`config.mk`:
```
export PLATFORM = sky130hd
export DESIGN_NAME = result_collector
export DESIGN_NICKNAME = d
export VERILOG_FILES = /design/src/rtl/matmul_pkg.sv /design/src/rtl/result_fifo.sv /design/src/rtl/result_collector.sv
export SDC_FILE = /design/constraint.sdc
export NUM_CORES = 1
export LEC_CHECK = 0
export ABC_AREA = 1
export BUFFER_PORTS_ARGS = -buffer_cell sky130_fd_sc_hd__buf_2
export CAP_MARGIN = 5
export CORE_ASPECT_RATIO = 0.6
export CORE_MARGIN = 4
export CORE_UTILIZATION = 33
export CTS_BUF_LIST = sky130_fd_sc_hd__clkbuf_2 sky130_fd_sc_hd__clkbuf_4 sky130_fd_sc_hd__clkbuf_8
export CTS_CLUSTER_SIZE = 20
export DETAILED_ROUTE_END_ITERATION = 16
export PLACE_DENSITY = 0.46
export SKIP_LAST_GASP = 1
export SYNTH_ARGS = -nofsm -noshare
export SYNTH_HDL_FRONTEND = slang
export SYNTH_SLANG_ARGS = --single-unit
```
`constraint.sdc`:
```
create_clock -name clk -period 5.1 [get_ports clk]
set_clock_uncertainty 0.1 [all_clocks]
set_input_delay 1.53 -clock clk [delete_from_list [all_inputs] [get_ports clk]]
set_output_delay 1.53 -clock clk [all_outputs]
set_load 0.05 [all_outputs]
```
`src/rtl/matmul_pkg.sv`:
```
// Shared constants and types for the matrix engine result path.
package matmul_pkg;

    localparam int ELEMS   = 9;
    localparam int CHUNK_W = 8;
    localparam int CHUNKS  = 3;
    localparam int W       = CHUNKS * CHUNK_W;

    typedef enum logic {
        IDLE    = 1'b0,
        COLLECT = 1'b1
    } frame_st_t;

endpackage

```
`src/rtl/result_fifo.sv`:
```
// Circular word buffer with a registered show-ahead head word and a sticky drop flag.
// A push into a full buffer is still accepted when a pop happens on the same edge.
module result_fifo #(
    parameter int DEPTH = 9,
    parameter int WIDTH = 24,
    localparam int CW   = $clog2(DEPTH + 1),
    localparam int PW   = (DEPTH > 1) ? $clog2(DEPTH) : 1
) (
    input  logic             clk,
    input  logic             rst,
    input  logic             clear,
    input  logic             push,
    input  logic [WIDTH-1:0] push_data,
    input  logic             pop_ready,
    output logic             empty,
    output logic             accepted,
    output logic             overflow,
    output logic [WIDTH-1:0] out_data
);

    logic [WIDTH-1:0] mem [DEPTH];
    logic [PW-1:0]    wr_ptr_reg, wr_ptr_next;
    logic [PW-1:0]    rd_ptr_reg, rd_ptr_next;
    logic [CW-1:0]    count_reg, count_next;
    logic             overflow_reg;
    logic [WIDTH-1:0] out_data_reg, head_next;
    logic             full;
    logic             pop;

    function automatic logic [PW-1:0] ptr_inc(input logic [PW-1:0] p);
        return (p == PW'(DEPTH - 1)) ? '0 : p + 1'b1;
    endfunction

    assign empty    = (count_reg == '0);
    assign full     = (count_reg == CW'(DEPTH));
    assign pop      = !empty && pop_ready;
    assign accepted = push && (!full || pop);

    always_comb begin
        wr_ptr_next = accepted ? ptr_inc(wr_ptr_reg) : wr_ptr_reg;
        rd_ptr_next = pop ? ptr_inc(rd_ptr_reg) : rd_ptr_reg;
        count_next  = count_reg + CW'(accepted) - CW'(pop);
        // The word being written is the next head only when it lands where rd_ptr will point.
        head_next   = (accepted && (wr_ptr_reg == rd_ptr_next)) ? push_data : mem[rd_ptr_next];
    end

    always_ff @(posedge clk) begin
        if (accepted && !clear) begin
            mem[wr_ptr_reg] <= push_data;
        end
    end

    always_ff @(posedge clk or negedge rst) begin
        if (!rst) begin
            wr_ptr_reg   <= '0;
            rd_ptr_reg   <= '0;
            count_reg    <= '0;
            overflow_reg <= 1'b0;
            out_data_reg <= '0;
        end else if (clear) begin
            wr_ptr_reg   <= '0;
            rd_ptr_reg   <= '0;
            count_reg    <= '0;
            overflow_reg <= 1'b0;
            out_data_reg <= '0;
        end else begin
            wr_ptr_reg   <= wr_ptr_next;
            rd_ptr_reg   <= rd_ptr_next;
            count_reg    <= count_next;
            overflow_reg <= overflow_reg | (push && !accepted);
            out_data_reg <= head_next;
        end
    end

    assign overflow = overflow_reg;
    assign out_data = out_data_reg;

endmodule

```
`src/rtl/result_collector.sv`:
```
// Reassembles serial result beats into words and buffers one frame for the host.
// Optional feature macro: RESULT_CHECKSUM_EN (per-frame modulo-2^W sum on checksum).
module result_collector
    import matmul_pkg::*;
(
    input  logic               clk,
    input  logic               rst,
    input  logic               clear,
    input  logic               ser_valid,
    input  logic [CHUNK_W-1:0] ser_data,
    output logic               out_valid,
    input  logic               out_ready,
    output logic [W-1:0]       out_data,
    output logic               frame_done,
    output logic               overflow,
    output logic [W-1:0]       checksum
);

    localparam int CC_W = (CHUNKS > 1) ? $clog2(CHUNKS) : 1;
    localparam int EC_W = (ELEMS > 1) ? $clog2(ELEMS) : 1;

    logic [CC_W-1:0] chunk_cnt_reg;
    logic [EC_W-1:0] elem_cnt_reg;
    logic [W-1:0]    asm_reg;
    logic [W-1:0]    word;
    logic            word_done;
    logic            last_elem;
    logic            frame_fire;
    logic            frame_done_reg;
    logic            fifo_empty;
    logic            fifo_accepted;
    frame_st_t       frame_st_reg, frame_st_next;

    // Each beat lands in its own lane; the completed word is taken combinationally so it
    // can be pushed on the same edge as the final beat.
    generate
        for (genvar gi = 0; gi < CHUNKS; gi++) begin : g_lane
            assign word[gi*CHUNK_W +: CHUNK_W] = (chunk_cnt_reg == CC_W'(gi)) ? ser_data
                                                 : asm_reg[gi*CHUNK_W +: CHUNK_W];
        end
    endgenerate

    assign word_done = ser_valid && (chunk_cnt_reg == CC_W'(CHUNKS - 1));
    assign last_elem = (elem_cnt_reg == EC_W'(ELEMS - 1));

    always_ff @(posedge clk or negedge rst) begin
        if (!rst) begin
            chunk_cnt_reg <= '0;
            asm_reg       <= '0;
            elem_cnt_reg  <= '0;
        end else if (clear) begin
            chunk_cnt_reg <= '0;
            asm_reg       <= '0;
            elem_cnt_reg  <= '0;
        end else if (ser_valid) begin
            asm_reg       <= word;
            chunk_cnt_reg <= word_done ? '0 : chunk_cnt_reg + 1'b1;
            if (word_done) begin
                elem_cnt_reg <= last_elem ? '0 : elem_cnt_reg + 1'b1;
            end
        end
    end

    always_ff @(posedge clk or negedge rst) begin
        if (!rst) begin
            frame_st_reg   <= IDLE;
            frame_done_reg <= 1'b0;
        end else if (clear) begin
            frame_st_reg   <= IDLE;
            frame_done_reg <= 1'b0;
        end else begin
            frame_st_reg   <= frame_st_next;
            frame_done_reg <= frame_fire;
        end
    end

    always_comb begin
        frame_st_next = frame_st_reg;
        case (frame_st_reg)
            IDLE:    if (ser_valid) frame_st_next = COLLECT;
            COLLECT: if (frame_fire) frame_st_next = IDLE;
            default: frame_st_next = IDLE;
        endcase
    end

    always_comb begin
        frame_fire = word_done && last_elem && (frame_st_reg == COLLECT);
    end

    result_fifo #(
        .DEPTH (ELEMS),
        .WIDTH (W)
    ) u_fifo (
        .clk       (clk),
        .rst       (rst),
        .clear     (clear),
        .push      (word_done),
        .push_data (word),
        .pop_ready (out_ready),
        .empty     (fifo_empty),
        .accepted  (fifo_accepted),
        .overflow  (overflow),
        .out_data  (out_data)
    );

    assign out_valid  = !fifo_empty;
    assign frame_done = frame_done_reg;

`ifdef RESULT_CHECKSUM_EN
    logic [W-1:0] checksum_reg;
    logic         restart_reg;

    // The sum is held through the frame_done cycle and restarts on the next accepted word.
    always_ff @(posedge clk or negedge rst) begin
        if (!rst) begin
            checksum_reg <= '0;
            restart_reg  <= 1'b0;
        end else if (clear) begin
            checksum_reg <= '0;
            restart_reg  <= 1'b0;
        end else begin
            if (fifo_accepted) begin
                checksum_reg <= (restart_reg ? '0 : checksum_reg) + word;
            end
            if (frame_fire) begin
                restart_reg <= 1'b1;
            end else if (fifo_accepted) begin
                restart_reg <= 1'b0;
            end
        end
    end

    assign checksum = checksum_reg;
`else
    logic unused_accepted;
    assign unused_accepted = fifo_accepted;
    assign checksum        = '0;
`endif

endmodule

```
==> metrics.md, run 1 <==
| Metric | Value |
|---|---|
| P_int | between 4 and 5 mW |
| Setup crit end | u_fifo.mem[8][12]$_DFFE_PP_ |
| H-tree depth | 2 |
| Worst Hold Class | flip-flop to flip-flop |
| TNS Setup | 0 ns |
| Diodes inserted | 0 |
| Most frequent cell after synthesis | nand2_1 |
| RePlAce Congestion | 0.8058 |
| Utilization after layout | 0.3772 |
| Sequential-to-total area share from yosys stat | 0.6287 |
| TritonCTS clock tree | built |
| Slew @ Worst Pin | 1.098 ns |
| Dpl ws | between 0.9 and 1 ns |
| Postcts setup bufs | 0 |
| Total number of yosys warnings | 0 |
| RSZ-0062 raised after global routing | no |
| Top post-synthesis cells by count | 244 x nand2_1, 219 x inv_1, 216 x edfxtp_1 |
| Area of the multi-input gates | around 3700 µm² |
| Cell area after synthesis | 13060 µm² |
| I/O pin total | 64 |
| Outcome | complete, no violations |
| WHS | about 0.40 ns |
| Netlist cell types | 34 |
| Worst setup path startpoint | ser_valid |
| Post-synthesis register bit count | 285 |
| Flop2flop setup slack | 2.03 ns |
| Clock Sinks | 285 |
| Period utilization | 0.6972 |
| Area Overhead vs Synth | 12.90% |
| Initial Util | 0.3341 |
| Share of cells above drive strength 1 | 0.1302 |
| Initial antenna violation count | 0 |
| Worst R2R Path Depth | 11 |
| Initial drt markers | 943 |
| Switching share of power | 0.4277 |
| First-pass GRT wire length | 58900 µm |
| Pwr Density | 534.1 nW/µm² |
| Largest cells by area after synthesis | edfxtp_1 50%, dfrtp_1 13%, nand3_1 7.1%, nand2_1 7.0%, inv_1 6.3% |
| Buffers on Ports | 39 |
| PostCTS Resize Cnt | 0 |
| GRT overflow | 0 |
| Worst path required time | 5.25 ns |
| Register area | roughly 8000 µm² |
| Post-route design area | 14750 µm² |
| Worst relative slew slack | 0.2602 |
| Sequential share of power | 0.348 |
| R2R Path Start | u_fifo.count_reg[2]$_DFF_PN0_ |
| Routed len/inst | 20.09 µm |
| Design Power | about 8 mW |
| DR vias | 9379 |
| Largest net degree at the start of global routing | 70 |
| Comb pwr share | 0.402 |
| Dpl hpwl | 25050 µm |
| Critical path startpoint category | input port |
| Async set-reset flop share out of synthesis | 0.2421 |
| Worst setup path class | input port to flip-flop |
| Core box area | 39100 µm² |
| Max FFs per register | 216 |
| Antenna Nets Post-Route | 0 |
| Clk_lat worst skew | 0.59 ns |
| Max-Cap Viols | 0 |
| CTS Buf Count | 45 |
| Switch Pwr | about 3.4 mW |
| Cts hold-fix bufs | 0 |
| Syn Inst Count | 1352 |
| Fin. Hold Viols | 0 |
| Cell taking the most area after synthesis | edfxtp_1 |
| DR pass1 iterations | 5 |
| Arrival time at the worst endpoint | between 3 and 4 ns |
| Row count | 56 |
| # DRC | 0 |
| Max frequency | between 0.2 and 0.3 GHz |
| Dpl cells | approximately 1.9k |
| Worst Setup End Kind | flip-flop |
| R2R Path End | u_fifo.out_data[14]$_DFF_PN0_ |
| LEAKAGE | 6.706 nW |
| Post-synth EDFFs | 216 |
| Avg Cell Area, Syn | 9.663 µm² |
| Routed wire length | 39500 µm |
| Ys flop type | edfxtp_1 |
| Width of the die | 264.9 µm |
| Clk network pwr share | 0.250 |
| CTS Buffer Depth | 3 |
| DR vias/cell | approximately 4.8 |
| Worst ir drop on vdd | between 0.2 and 0.25 mV |
| Vias in the first global route | 8889 |
| Global Route Usage Sum | 0.1829 |
| Fillers | 4035 |
| Worst Path Max Fanout | 16 |
| Die H | 162.1 µm |
| Non-Filler Instances | 1966 |
| Final setup margin | roughly 1.5 ns |
| Layout net count | 1440 |
| Synth top area share | 0.4965 |
| Clk pin slew, worst setup/hold paths | around 0.06 ns |
| Die ar. | 42940 µm² |
| Setup violators final | 0 |
| CTS root buf | clkbuf_8 |
| Final Max Slew Viols | 0 |
| Area after DPL | 13870 µm² |
| Fin crit period | 3.556 ns |
[cell type report]
type	instances	area share
Tap cell	522	0.04428
Timing Repair Buffer	79	0.03461
Inverter	220	0.05599
Clock buffer	72	0.05743
Sequential cell	285	0.5568
Clock inverter	6	0.002036
Multi-Input combinational cell	782	0.2488
[worst min-delay path by stage]
stage / startpoint / endpoint / slack [ns] / cells past startpoint
after CTS: u_fifo.overflow$_DFF_PN0_ / u_fifo.overflow$_DFF_PN0_ / 0.40 / 2
after floorplan: frame_st_reg$_DFF_PN0_ / frame_st_reg$_DFF_PN0_ / 0.39 / 2
after global routing: u_fifo.overflow$_DFF_PN0_ / u_fifo.overflow$_DFF_PN0_ / 0.43 / 2
after global placement: u_fifo.overflow$_DFF_PN0_ / u_fifo.overflow$_DFF_PN0_ / 0.38 / 2
after detailed placement: u_fifo.overflow$_DFF_PN0_ / u_fifo.overflow$_DFF_PN0_ / 0.39 / 2
final: u_fifo.overflow$_DFF_PN0_ / u_fifo.overflow$_DFF_PN0_ / 0.40 / 2
[worst max-delay path, stage by stage]
cell	delay, ns
buf_2	0.11
nand2_1	0.17
nor2_1	0.23
inv_1	0.10
nor2_1	0.42
inv_1	0.26
nor2_2	0.48
buf_4	0.39
[metal layers]
layer,share of wire,wire (µm),GRT usage
met1,0.53,21020,0.2987
met2,0.37,14730,0.2344
met3,0.074,2919,0.04709
met5,0,0,0
met4,0.021,838,0.04701
[cell families (layout without fill, tap and decap cells)]
logic type / Yosys count / count (layout) / share of synthesized area
simple gates: 644 / 644 / 0.2128
buf+inv: 308 / 377 / 0.1009
flops: 285 / 285 / 0.6287
compound gates: 98 / 98 / 0.04205
fa+ha+maj: 14 / 14 / 0.01398
xor+xnor: 2 / 2 / 0.001341
other cells: 1 / 24 / 0.0002871
[power by group through the flow]
stage,clock network [mW],registers (mW),logic (mW)
4_1_cts,2.02,2.74,3.17
3_5_place_dp,0,2.79,3.17
5_1_grt,2.14,2.75,3.49
6_report,1.97,2.74,3.17
3_3_place_gp,0,2.79,3.17
2_1_floorplan,0,2.99,1.91
[layout by cell type (no fill, tap or decap), drive strengths merged]
master	netlist	final
nand2	249	249
inv	220	221
edfxtp	216	216
nand3	187	187
nor2	169	169
buf	65	79
clkbuf	23	72
dfrtp	69	69
o21ai	61	61
o22ai	26	26
nand4	25	25
conb	1	24
ha	13	13
or2	9	9
a21oi	8	8
clkinv	0	5
nor3	4	4
xnor2	1	1
nand3b	1	1
o211ai	1	1
a21o	1	1
xor2	1	1
o31ai	1	1
fa	1	1
No activity file was read; power rests on OpenSTA's default activity.
==> run 2, diff against run 1 <==
--- a/config.mk
+++ b/config.mk
@@ -14,7 +14,7 @@
 export CTS_BUF_LIST = sky130_fd_sc_hd__clkbuf_2 sky130_fd_sc_hd__clkbuf_4 sky130_fd_sc_hd__clkbuf_8
 export CTS_CLUSTER_SIZE = 20
 export DETAILED_ROUTE_END_ITERATION = 16
-export PLACE_DENSITY = 0.46
+export PLACE_DENSITY = 0.48
 export SKIP_LAST_GASP = 1
 export SYNTH_ARGS = -nofsm -noshare
 export SYNTH_HDL_FRONTEND = slang
==> constraint.sdc (replaced) <==
create_clock -name clk -period 3.15 [get_ports clk]
set_clock_uncertainty 0.1 [all_clocks]
set_input_delay 0.945 -clock clk [delete_from_list [all_inputs] [get_ports clk]]
set_output_delay 0.945 -clock clk [all_outputs]
set_load 0.05 [all_outputs]
==> run 2 against run 1 <==
  * Critical path depth decreased by 4
  * Combinational power increased by 64%
  * First-iteration DRC count decreased by 7.6%
  * Non-clock buffer count increased by 21
  * Hold slack got worse by 0.17 ns
  * Final cell count increased by 1.2%
  * Power increased by 64%
==> metrics.md, run 2 (same netlist as run 1, synthesis figures left out) <==
| Metric | Value |
|---|---|
| Outcome | complete, no violations (unchanged) |
| CTS Buf Count | 44 (was 45) |
| Worst ir drop on vdd | 0.2978 mV (was 0.2206 mV) |
| Period utilization | 0.8417 |
| Die ar. | 42940 µm² (unchanged) |
| Clk pin slew, worst setup/hold paths | 0.07 ns (was 0.06 ns) |
| Commonest non-fill, non-tap cell in the layout | nand2_1 (unchanged) |
| Dpl hpwl | 24600 µm (was 25050 µm) |
| Initial Util | 0.3341 (unchanged) |
| DR pass1 iterations | 5 (unchanged) |
| RSZ-0062 raised after global routing | no (unchanged) |
| Worst relative slew slack | 0.3235 (was 0.2602) |
| Row count | 56 (unchanged) |
| Worst Path Max Fanout | 3 (was 16) |
| Final setup margin | 0.4987 ns (was 1.544 ns) |
| Comb pwr share | 0.404 (was 0.402) |
| Die H | 162.1 µm (unchanged) |
| Vias in the first global route | 8868 (was 8889) |
| Pwr Density | 854.3 nW/µm² (was 534.1 nW/µm²) |
| Fillers | 3954 (was 4035) |
| TritonCTS clock tree | built (unchanged) |
| Worst path required time | 2.10 ns (was 5.25 ns) |
| Postcts setup bufs | 0 (unchanged) |
| Area Overhead vs Synth | 15.45% (was 12.90%) |
| Global Route Usage Sum | 0.1708 (was 0.1829) |
| GRT overflow | 0 (unchanged) |
| Share of cells above drive strength 1 | 0.1385 (was 0.1302) |
| Buffers on Ports | 39 (unchanged) |
| Switch Pwr | 5.385 mW (was 3.369 mW) |
| Max-Cap Viols | 0 (unchanged) |
| Initial antenna violation count | 0 (unchanged) |
| CTS root buf | clkbuf_8 (unchanged) |
| Fin crit period | 2.651 ns |
| Routed wire length | 36690 µm (was 39500 µm) |
| Setup violators final | 0 (unchanged) |
| Flop2flop setup slack | 0.52 ns (was 2.03 ns) |
| Max FFs per register | 216 (unchanged) |
| Switching share of power | 0.4179 (was 0.4277) |
| R2R Path End | u_fifo.mem[8][0]$_DFFE_PP_ (was u_fifo.out_data[14]$_DFF_PN0_) |
| DR vias/cell | 4.714 (was 4.771) |
| RePlAce Congestion | 0.8454 (was 0.8058) |
| Clock Sinks | 285 (unchanged) |
| Busiest layer in global routing | met1 (unchanged) |
| Width of the die | 264.9 µm (unchanged) |
| P_int | 7.500 mW (was 4.508 mW) |
| LEAKAGE | 6.846 nW (was 6.706 nW) |
| Final Max Slew Viols | 0 (unchanged) |
| Met3 Use GR | 0.05208 (was 0.04709) |
| Max frequency | 0.3772 GHz |
| Clk network pwr share | 0.252 (was 0.250) |
| Worst Hold Class | input port to asynchronous set/reset pin (was flip-flop to flip-flop) |
| Initial drt markers | 871 (was 943) |
| Routed len/inst | 18.45 µm (was 20.09 µm) |
| Clk_lat worst skew | 0.58 ns (was 0.59 ns) |
| Sequential share of power | 0.343 (was 0.348) |
| Design Power | 12.88 mW (was 7.877 mW) |
| Largest net degree at the start of global routing | 50 (was 70) |
| PostCTS Resize Cnt | 0 (unchanged) |
| Worst Setup End Kind | primary output (was flip-flop) |
| Arrival time at the worst endpoint | 1.61 ns (was 3.70 ns) |
| Fin. Hold Viols | 0 (unchanged) |
| I/O pin total | 64 (unchanged) |
| Most frequent cells in the layout | 240 x nand2_1, 219 x inv_1, 216 x edfxtp_1 (unchanged) |
| Layout net count | 1460 (was 1440) |
| Worst setup path class | flip-flop to primary output (was input port to flip-flop) |
| Slew @ Worst Pin | 1.014 ns (was 1.098 ns) |
| Core box area | 39100 µm² (unchanged) |
| Worst R2R Path Depth | 8 (was 11) |
| CTS Buffer Depth | 3 (unchanged) |
| # DRC | 0 (unchanged) |
| Met2 Use GR | 0.2274 (was 0.2344) |
| R2R Path Start | u_fifo.count_reg[2]$_DFF_PN0_ (unchanged) |
| H-tree depth | 2 (unchanged) |
| Cts hold-fix bufs | 0 (unchanged) |
| First-pass GRT wire length | 55910 µm (was 58900 µm) |
| Critical path startpoint category | flip-flop (was input port) |
| Antenna Nets Post-Route | 0 (unchanged) |
| DR vias | 9377 (was 9379) |
| Met1 usage | 0.2711 (was 0.2987) |
| Dpl ws | 0.1443 ns (was 0.9113 ns) |
-- run 2: cell count changes in the layout (fill, tap and decap cells not counted) --
cell,delta
buf_12,+11
buf_4,+10
bufinv_16,+2
clkbuf_4,-11
clkbuf_8,+1
clkinv_1,+7
clkinv_2,+1
clkinvlp_4,+1
diode_2,+1
nor2_2,-1
nor2_4,+1
-- run 2: worst max-delay path by stage --
stage | startpoint | endpoint | slack (ns) | cells after the start
3_3_place_gp | out_ready | u_fifo.mem[8][5]$_DFFE_PP_ | 0.22 | 8
3_5_place_dp | out_ready | u_fifo.mem[8][7]$_DFFE_PP_ | 0.14 | 8
6_report | u_fifo.count_reg[2]$_DFF_PN0_ | out_valid | 0.50 | 4
4_1_cts | u_fifo.count_reg[2]$_DFF_PN0_ | out_valid | 0.45 | 4
5_1_grt | u_fifo.rd_ptr_reg[0]$_DFF_PN0_ | u_fifo.out_data[12]$_DFF_PN0_ | 0.31 | 14
2_1_floorplan | ser_valid | u_fifo.mem[1][0]$_DFFE_PP_ | -0.73 | 6
-- run 2: layout make-up --
cell class                      instances  area, µm²  share of cell area
Antenna cell                            1      2.502           0.0001659
Clock buffer                           62      778.2             0.05160
Clock inverter                         17      128.9            0.008545
Inverter                              220      825.8             0.05475
Multi-Input combinational cell        782       3675              0.2437
Sequential cell                       285       8213              0.5445
Tap cell                              522      653.1             0.04330
Timing Repair Buffer                  100      805.8             0.05343
-- run 2: critical path, cell delays in order (launching register included) --
cell     delay (ns)
dfrtp_1        0.33
inv_1          0.06
ha_1           0.25
nand2_1        0.11
buf_2          0.27
-- run 2: layer usage --
layer,routed length (µm),vias to the layer above
met1,19020,4537
met4,427,0
met3,3010,42
met5,0,-
li1,-,4530
met2,14230,268
-- run 2: power by group through the flow --
stage          registers, mW  logic, mW  clock network, mW
3_5_place_dp            4.50       5.21                  0
4_1_cts                 4.43       5.22               3.36
3_3_place_gp            4.50       5.19                  0
5_1_grt                 4.44       5.79               3.56
6_report                4.42       5.21               3.25
2_1_floorplan           4.84       3.09                  0
-- run 2: through the flow --
stage | hold slack [ns] | util | setup TNS, ns | cell area (µm²) | cells
finish | 0.2334 | 0.3858 | 0 | 15080 | 1989
global route | 0.2252 | 0.3857 | 0 | 15080 | 1988
CTS | 0.2133 | 0.3857 | 0 | 15080 | 1988
detailed placement | 0.4235 | 0.3625 | 0 | 14170 | 1909
floorplan | 0.3894 | - | -70.99 | 13160 | 1375
global placement | 0.3879 | 0.3625 | 0 | 14170 | 1909
==> run 3, diff against run 2 <==
--- a/config.mk
+++ b/config.mk
@@ -14,7 +14,7 @@
 export CTS_BUF_LIST = sky130_fd_sc_hd__clkbuf_2 sky130_fd_sc_hd__clkbuf_4 sky130_fd_sc_hd__clkbuf_8
 export CTS_CLUSTER_SIZE = 20
 export DETAILED_ROUTE_END_ITERATION = 16
-export PLACE_DENSITY = 0.48
+export PLACE_DENSITY = 0.46
 export SKIP_LAST_GASP = 1
 export SYNTH_ARGS = -nofsm -noshare
 export SYNTH_HDL_FRONTEND = slang
==> constraint.sdc (replaced) <==
create_clock -name clk -period 2.7 [get_ports clk]
set_clock_uncertainty 0.1 [all_clocks]
set_input_delay 0.81 -clock clk [delete_from_list [all_inputs] [get_ports clk]]
set_output_delay 0.81 -clock clk [all_outputs]
set_load 0.05 [all_outputs]
==> run 3 against run 2 <==
  * Final cell count up 1.4%
  * Sequential share of layout area down 1.3 points
  * Register-to-register slack worse by 0.30 ns
  * Highest routed layer unchanged
  * Hold slack worse by 0.20 ns
  * Worst setup slack worse by 0.29 ns
  * Routed wire length up 0.78%
  * Via count up 0.45%
  * Global-route usage up 0.24 points
  * Non-clock buffer count up 25
  * Combinational power up 27%
  * Die area unchanged
==> metrics.md, run 3 (same netlist as run 1, synthesis figures left out) <==
| Metric | Value |
|---|---|
| Routed wire length | 36980 µm (was 36690 µm) |
| Outcome | complete, no violations (unchanged) |
| Share of cells above drive strength 1 | 0.1560 (was 0.1385) |
| Fillers | 3892 (was 3954) |
| Diodes inserted | 0 (was 1) |
| Dpl ws | 0.01655 ns (was 0.1443 ns) |
| RePlAce Congestion | 0.8221 (was 0.8454) |
| Initial drt markers | 751 (was 871) |
| Buffers on Ports | 39 (unchanged) |
| Met3 Use GR | 0.03876 (was 0.05208) |
| Fin crit period | 2.492 ns |
| Slew @ Worst Pin | 0.5986 ns (was 1.014 ns) |
| Commonest non-fill, non-tap cell in the layout | nand2_1 (unchanged) |
| Dpl hpwl | 24140 µm (was 24600 µm) |
| Fin. Hold Viols | 0 (unchanged) |
| Critical-path top delay cell | dfrtp_1 (unchanged) |
| Max frequency | 0.4013 GHz |
| Worst relative slew slack | 0.6009 (was 0.3235) |
| Worst R2R Path Depth | 8 (unchanged) |
| Final Max Slew Viols | 0 (unchanged) |
| Largest net degree at the start of global routing | 49 (was 50) |
| Busiest layer in global routing | met1 (unchanged) |
| Die ar. | 42940 µm² (unchanged) |
| Layout net count | 1485 (was 1460) |
| DR vias/cell | 4.672 (was 4.714) |
| Worst Hold Class | input port to asynchronous set/reset pin (unchanged) |
| Clk pin slew, worst setup/hold paths | 0.07 ns (about the same) |
| Max-Cap Viols | 0 (unchanged) |
| Setup violators final | 0 (unchanged) |
| Worst path required time | 1.79 ns (was 2.10 ns) |
| First-pass GRT wire length | 57370 µm (was 55910 µm) |
| Initial Util | 0.3341 (unchanged) |
| DR vias | 9419 (was 9377) |
| Global Route Usage Sum | 0.1731 (was 0.1708) |
| GRT overflow | 0 (unchanged) |
| Worst setup path class | flip-flop to primary output (unchanged) |
| Antenna Nets Post-Route | 0 (unchanged) |
| Vias in the first global route | 9351 (was 8868) |
| Area Overhead vs Synth | 18.34% (was 15.45%) |
| Width of the die | 264.9 µm (unchanged) |
| Crit path cell chain | inv_1 -> ha_1 -> nand2_1 -> buf_2 (unchanged) |
| Arrival time at the worst endpoint | 1.58 ns (was 1.61 ns) |
| Routed len/inst | 18.34 µm (was 18.45 µm) |
| Worst Path Max Fanout | 3 (unchanged) |
| CP Buf/Inv Count | 2 (unchanged) |
| Die H | 162.1 µm (unchanged) |
| Postcts setup bufs | 0 (unchanged) |
| Row count | 56 (unchanged) |
| Clock Sinks | 285 (unchanged) |
| Design Power | 15.56 mW (was 12.88 mW) |
| Critical path depth | 4 (unchanged) |
| Cts hold-fix bufs | 0 (unchanged) |
| Worst Setup End Kind | primary output (unchanged) |
| Met1 usage | 0.2718 (was 0.2711) |
| Max FFs per register | 216 (unchanged) |
| RSZ-0062 raised after global routing | no (unchanged) |
| Most frequent cells in the layout | 240 x nand2_1, 219 x inv_1, 216 x edfxtp_1 (unchanged) |
| I/O pin total | 64 (unchanged) |
| CTS Buffer Depth | 3 (unchanged) |
| Crit-path leading delay family | flip-flops (unchanged) |
| Initial antenna violation count | 0 (unchanged) |
| Core box area | 39100 µm² (unchanged) |
| LEAKAGE | 7.063 nW (was 6.846 nW) |
| CP max stage delay | 0.36 ns (was 0.33 ns) |
| DR pass1 iterations | 5 (unchanged) |
| Pwr Density | 1007 nW/µm² (was 854.3 nW/µm²) |
| CTS root buf | clkbuf_8 (unchanged) |
| Period utilization | 0.9230 |
| TritonCTS clock tree | built (unchanged) |
| Utilization after layout | 0.3954 (was 0.3858) |
| # DRC | 0 (unchanged) |
| Critical path startpoint category | flip-flop (unchanged) |
| Met2 Use GR | 0.2412 (was 0.2274) |
| Final setup margin | 0.2079 ns (was 0.4987 ns) |
| Clk_lat worst skew | 0.57 ns (was 0.58 ns) |
| H-tree depth | 2 (unchanged) |
| CTS Buf Count | 44 (unchanged) |
| Worst ir drop on vdd | 0.5516 mV (was 0.2978 mV) |
run 3: cell count changes in the layout (fill, tap and decap cells not counted), sizes merged:
| cell | previous run | this run |
|---|---|---|
| diode | 1 | 0 |
| clkinvlp | 1 | 0 |
| buf | 100 | 125 |
| clkbuf | 62 | 64 |
| clkinv | 13 | 14 |
| inv | 221 | 222 |
run 3: through the flow:
step	setup TNS [ns]	hold WS [ns]	instances	instance area, µm²
2_1_floorplan	-34.84	0.3894	1375	13190
3_3_place_gp	-0.1647	0.3965	1934	14550
3_5_place_dp	0	0.4220	1934	14550
4_1_cts	0	0.009703	2016	15460
5_1_grt	0	0.02882	2016	15460
6_report	0	0.03818	2016	15460
run 3: path summary, 6_finish.rpt:
kind	start	endpoint	slack (ns)
worst min register to register	u_fifo.overflow$_DFF_PN0_	u_fifo.overflow$_DFF_PN0_	0.42
worst min-delay path	rst	u_fifo.out_data[19]$_DFF_PN0_	0.04
max in group asynchronous	rst	u_fifo.out_data[7]$_DFF_PN0_	1.83
worst max register to register	chunk_cnt_reg[0]$_DFFE_PN0P_	u_fifo.mem[1][10]$_DFFE_PP_	0.22
worst max-delay path	u_fifo.count_reg[2]$_DFF_PN0_	out_valid	0.21
min in group clk	u_fifo.overflow$_DFF_PN0_	u_fifo.overflow$_DFF_PN0_	0.42
run 3: worst reg2reg max path: stages, from the launching register on:
cell and delay (ns):
dfrtp_1 0.42, nor2_2 0.26, nand2_1 0.17, nor2_1 0.17, inv_1 0.10, nor2_2 0.20
inv_1 0.22, nor3_4 0.30, buf_12 0.22
run 3: where the power goes:
group	total, mW	switching, mW	internal [mW]
combinational	6.63	4.50	2.13
sequential	5.14	0.120	5.02
clock	3.80	1.75	2.05
run 3: area by class of cell:
cell class              count  area (µm²)  share of cell area
clock buffers              64       774.5             0.05010
clock inverters            18       135.1            0.008741
inverters                 220       825.8             0.05342
multi-input cells         782        3715              0.2403
flip-flops and latches    285        8213              0.5312
well taps                 522       653.1             0.04225
repair buffers            125        1144             0.07397
run 3: per-layer routing:
| layer | vias to the layer above | wire length (µm) |
|---|---|---|
| li1 | 4584 | - |
| met1 | 4526 | 19240 |
| met2 | 257 | 14890 |
| met5 | - | 0 |
| met4 | 0 | 615 |
| met3 | 52 | 2241 |
run 3: timing repair:
item / CTS / global route
endpoints found under the setup margin: 0 / 70
hold endpoints to repair: 0 / 0
resized for setup: 0 / 1
